**src/rtl/decade_down_counter.sv**
```systemverilog
// Multi-digit BCD down-counter with preset load, zero flag and wrap borrow; 1-cycle latency on load/decrement.
// No backpressure: en and load are accepted every cycle, and the whole borrow ripple resolves combinationally.
module decade_down_counter #(
  parameter int DIGITS       = 2,
  parameter bit STOP_AT_ZERO = 1'b0
) (
  input  logic                  clk,
  input  logic                  rst,
  input  logic                  en,
  input  logic                  load,
  input  logic [4*DIGITS-1:0]   load_val,
  output logic [4*DIGITS-1:0]   count,
  output logic                  zero,
  output logic                  borrow,
  output logic                  load_err
);

  logic [4*DIGITS-1:0] dec_val;
  logic                dec_wrap;
  logic                load_ok;

  always_comb begin
    dec_val  = count;
    dec_wrap = 1'b1;
    load_ok  = 1'b1;
    for (int i = 0; i < DIGITS; i++) begin
      if (load_val[4*i +: 4] > 4'd9) begin
        load_ok = 1'b0;
      end
      // dec_wrap doubles as the borrow travelling up the digit chain
      if (dec_wrap) begin
        if (count[4*i +: 4] == 4'd0) begin
          dec_val[4*i +: 4] = 4'd9;
        end else begin
          dec_val[4*i +: 4] = count[4*i +: 4] - 4'd1;
          dec_wrap          = 1'b0;
        end
      end
    end
  end

  always_ff @(posedge clk) begin
    if (rst) begin
      count    <= '0;
      zero     <= 1'b1;
      borrow   <= 1'b0;
      load_err <= 1'b0;
    end else if (load) begin
      borrow <= 1'b0;
      if (load_ok) begin
        count    <= load_val;
        zero     <= (load_val == '0);
        load_err <= 1'b0;
      end else begin
        load_err <= 1'b1;
      end
    end else if (en) begin
      load_err <= 1'b0;
      if (dec_wrap && STOP_AT_ZERO) begin
        borrow <= 1'b0;
      end else begin
        count  <= dec_val;
        zero   <= (dec_val == '0);
        borrow <= dec_wrap;
      end
    end else begin
      borrow   <= 1'b0;
      load_err <= 1'b0;
    end
  end

endmodule
```
**config.mk**
```make
export PLATFORM = sky130hd
export DESIGN_NAME = decade_down_counter
export DESIGN_NICKNAME = d
export VERILOG_FILES = /design/src/rtl/decade_down_counter.sv
export SDC_FILE = /design/constraint.sdc
export NUM_CORES = 1
export LEC_CHECK = 0
export CORE_MARGIN = 2
export CORE_UTILIZATION = 43
export CTS_BUF_LIST = sky130_fd_sc_hd__clkbuf_16
export CTS_CLUSTER_DIAMETER = 80
export DETAILED_ROUTE_END_ITERATION = 12
export GPL_ROUTABILITY_DRIVEN = 0
export GPL_TIMING_DRIVEN = 0
export PLACE_DENSITY = 0.8
export RECOVER_POWER = 25
export SLEW_MARGIN = 20
export SYNTH_ARGS = -nofsm -noshare
export SYNTH_HDL_FRONTEND = slang
export SYNTH_SLANG_ARGS = --single-unit
```
**constraint.sdc**
```tcl
create_clock -name clk -period 2.2 [get_ports clk]
set_input_delay 0.44 -clock clk [delete_from_list [all_inputs] [get_ports clk]]
set_output_delay 0.44 -clock clk [all_outputs]
set_load 0.1 [all_outputs]
```
==> results of run 1 <==
-- what timing repair did --
| item | CTS | global route |
|---|---|---|
| gates resized for setup | 5 | 2 |
| hold buffers | 0 | 0 |
| setup endpoints to repair | 5 | 2 |
| setup buffers | 0 | 0 |
| cloned | 0 | 0 |
-- synthesized netlist by cell type, types with 2 or more instances --
cell type                   count
sky130_fd_sc_hd__nor2b_1        2
sky130_fd_sc_hd__clkbuf_1       3
sky130_fd_sc_hd__a31oi_1        3
sky130_fd_sc_hd__nor3_1         2
sky130_fd_sc_hd__nand3b_1       2
sky130_fd_sc_hd__dfxtp_1       11
sky130_fd_sc_hd__nand2_1        6
sky130_fd_sc_hd__nor2_1         8
sky130_fd_sc_hd__nand3_1        4
sky130_fd_sc_hd__and3_1         3
sky130_fd_sc_hd__o2bb2ai_1      2
sky130_fd_sc_hd__a21oi_1        7
sky130_fd_sc_hd__inv_1          2
sky130_fd_sc_hd__nor4_1         3
sky130_fd_sc_hd__nand2b_1       2
sky130_fd_sc_hd__o21ai_1        3
-- power groups by stage --
stage	combinational, mW	sequential (mW)	clock (mW)
finish	0.286	0.234	0.329
global route	0.302	0.237	0.342
CTS	0.291	0.235	0.330
detailed placement	0.295	0.238	0
global placement	0.293	0.237	0
floorplan	0.102	0.354	0
-- cells by family (layout without fill, tap and decap cells) --
logic type      after synthesis  after routing  share of synthesized area, %
simple gates                 37             37                         32.45
compound gates               28             28                         30.76
flops                        11             11                         33.21
buf+inv                       6             32                         3.584
-- path summary, 6_finish.rpt --
kind	end	slack, ns	cells after the start
worst max-delay path	zero	0.07	1
worst min-delay path	count[7]	0.50	1
worst max register to register	count[6]	0.51	4
worst min register to register	count[7]	0.50	1
-- layout make-up --
type | count | area (um2)
clock inverters | 1 | 3.754
flip-flops and latches | 11 | 220.2
clock buffers | 3 | 75.07
well taps | 16 | 20.02
repair buffers | 22 | 201.4
fillers | 137 | 513.0
inverters | 2 | 7.507
multi-input cells | 65 | 414.1
plain buffers | 4 | 16.27
-- sequential cells by signal, indices dropped and copies added (netlist names) --
register	count
count	8
borrow	1
load_err	1
zero	1
-- per-stage QoR --
step           total power [mW]  utilization (%)  setup slack (ns)  std cells
2_1_floorplan            0.4563                -            0.2109         82
3_3_place_gp             0.5306            61.39           0.03098        120
3_5_place_dp             0.5327            61.39           0.01288        120
4_1_cts                  0.8559            66.33          0.004692        124
5_1_grt                  0.8816            65.14           0.04496        124
6_report                 0.8494            65.14           0.06885        124
-- routing by layer --
| metal | GRT usage (%) | wire length, um |
|---|---|---|
| met1 | 28.57 | 824 |
| met2 | 29.25 | 758 |
| met3 | 5.106 | 133 |
| met4 | 9.091 | 34 |
| met5 | 0 | 0 |
==> metrics list, run 1 <==
* Clock skew after layout: around 0.00062 ns
- The detailed router placed 746 vias in this run.
- HP Class: flop to flop
* Smallest hold slack: 0.4976 ns
- Cell breakdown of the critical path: clkdlybuf4s50_1
* Total routing resource utilization after global routing: about a fifth
- STA classifies the critical path endpoint as a primary output.
- In the routed design, unresolved DRC markers number 0.
- Sinks on Clock Net: 11
- Max-slew headroom: 23.21%
- Area growth from synthesis to layout: 44.53%
* Cell-internal power: between 500 and 600 uW
- Entering global routing, the biggest net connects 11 pins.
* MaxCap Viol Count: 0
- In the post-synthesis netlist, the biggest area contributors are sky130_fd_sc_hd__dfxtp_1, sky130_fd_sc_hd__a21oi_1, sky130_fd_sc_hd__nor2_1, sky130_fd_sc_hd__nand2_1, sky130_fd_sc_hd__nor4_4.
- CTS built an H-tree with a depth of 1.
- Sequential share of power: between 20% and 30%
- Total inserted antenna cells: 0
* Largest fanout on the critical path: 2
* TritonCTS buffer count: 3
* Worst setup path startpoint: zero
* Crit Reg-Reg Startpoint: count[3]
- Final number of max-transition violations: 0
- On the worst path, the slowest cell contributes a delay of 1.13 ns.
- The worst setup path is launched from a flop.
- For this design the static power due to leakage is 0.3736 nW.
- The initialized floorplan defines 14 standard-cell rows.
- Setup violations remaining at the end of the flow were counted as 0.
- At the worst endpoint, the required time is between 1.5 and 2 ns.
* Clock transition time at the flip-flop clock pins of the worst setup and hold paths: 0.04 ns
- Clock Power Share: 38.7%
* Fraction of layout instances using a drive strength above 1: 7.407%
* Clk root buf: sky130_fd_sc_hd__clkbuf_16
- In this run the cell area measured after placement is 903.4 um2.
* Aggregate negative setup slack: 0 ns
* Number of unique standard cell types used by synthesis: 35
- First-pass GRT wire length: 2822 um
- At the worst endpoint, the arrival time is between 1.5 and 2 ns.
* Maximum VDD drop: 0.0005266 V
* Most common cell after layout, fill and taps aside: sky130_fd_sc_hd__clkdlybuf4s50_1
- Detailed placement ended at an HPWL of 1257 um.
- Sequential-to-total area share from yosys stat: 33.21%
- Counting flops with a built-in enable in the synthesized netlist gives 0.
- DRC marker count from the first detailed-route iteration: 39
- The final-report hold violation count was 0.
- Run status: finished clean
- Worst Tran Pin Value: 1.157 ns
- Via-per-instance ratio: 6.016
- At the later pin of the worst-skew pair, clock insertion delay measures 0.24 ns.
- The initial antenna violation count came to 0.
* Tmin final: 2.131 ns
- Post-synth net total: 94
- Net switching component of the power: 308.3 uW
- Drt first pass iters: 4
- Final layout net count: 121
* Comb power frac: between 30% and 40%
- Start point of the worst min-delay path: count[7]
* Syn Inst Count: 82
* Syn avg cell area: 8.087 um2
- Effective utilization at floorplan: between 40% and 50%
- Asr flop ratio synth: 0%
* Die area: 1872 um2
- Count of buffer and inverter cells on the critical path: 1
* Yosys synthesis warning count: 0
- In the synthesized netlist the dominant register cell turns out to be sky130_fd_sc_hd__dfxtp_1.
- The count of nets left with antenna violations once routing finished came out at 0.
- Area inside the core boundary: 1471 um2
- Setup repair after global routing left no endpoint under its margin.
- WL/cell: about 14 um
- Vias in the first global route: 638
- The die is around 43 um tall.
* Net Sw Frac: 36.30%
* Part of the cycle the worst path needs: just under 100%
- Synth top area share: approximately a third
* Clock tree from TritonCTS: done
- Number of buffers added on ports: 22
* Setup Crit Path Kind: flop to primary output
- The synthesized netlist occupies a cell area of about 660 um2.
- In this run the count of I/O pins placed on the die edge is 23.
- Fin area: 958.4 um2
- Cell taking the most area after synthesis: sky130_fd_sc_hd__dfxtp_1
- The top cell types in the final layout, fill and taps aside, are sky130_fd_sc_hd__clkdlybuf4s50_1, sky130_fd_sc_hd__dfxtp_1, sky130_fd_sc_hd__nor2_1.
* Slowest cell on the critical path: sky130_fd_sc_hd__clkdlybuf4s50_1
* Power per Cell Area: 886.2 nW/um2
* Worst path top cell family by delay: buffers and inverters
- The clock passes through at most 2 buffers.
* Post-synthesis sequential element count: 11
- Summed over all layers, the global routing overflow is 0.
- Static timing analysis puts the maximum clock frequency at 469.2 MHz.
* Post-detailed-routing wire length: 1750 um
- Die span in x: between 40 and 50 um
Power figures use the tool's default switching activity.
==> inputs of run 2 (changes only) <==
--- a/config.mk
+++ b/config.mk
@@ -9,9 +9,11 @@
 export CORE_UTILIZATION = 43
 export CTS_BUF_LIST = sky130_fd_sc_hd__clkbuf_16
 export CTS_CLUSTER_DIAMETER = 80
+export CTS_CLUSTER_SIZE = 30
 export DETAILED_ROUTE_END_ITERATION = 12
 export GPL_ROUTABILITY_DRIVEN = 0
 export GPL_TIMING_DRIVEN = 0
+export HOLD_SLACK_MARGIN = 0.08
 export PLACE_DENSITY = 0.8
 export RECOVER_POWER = 25
 export SLEW_MARGIN = 20
==> results of run 2 <==
Final layout, timing and power as in run 1 (identical DEF).
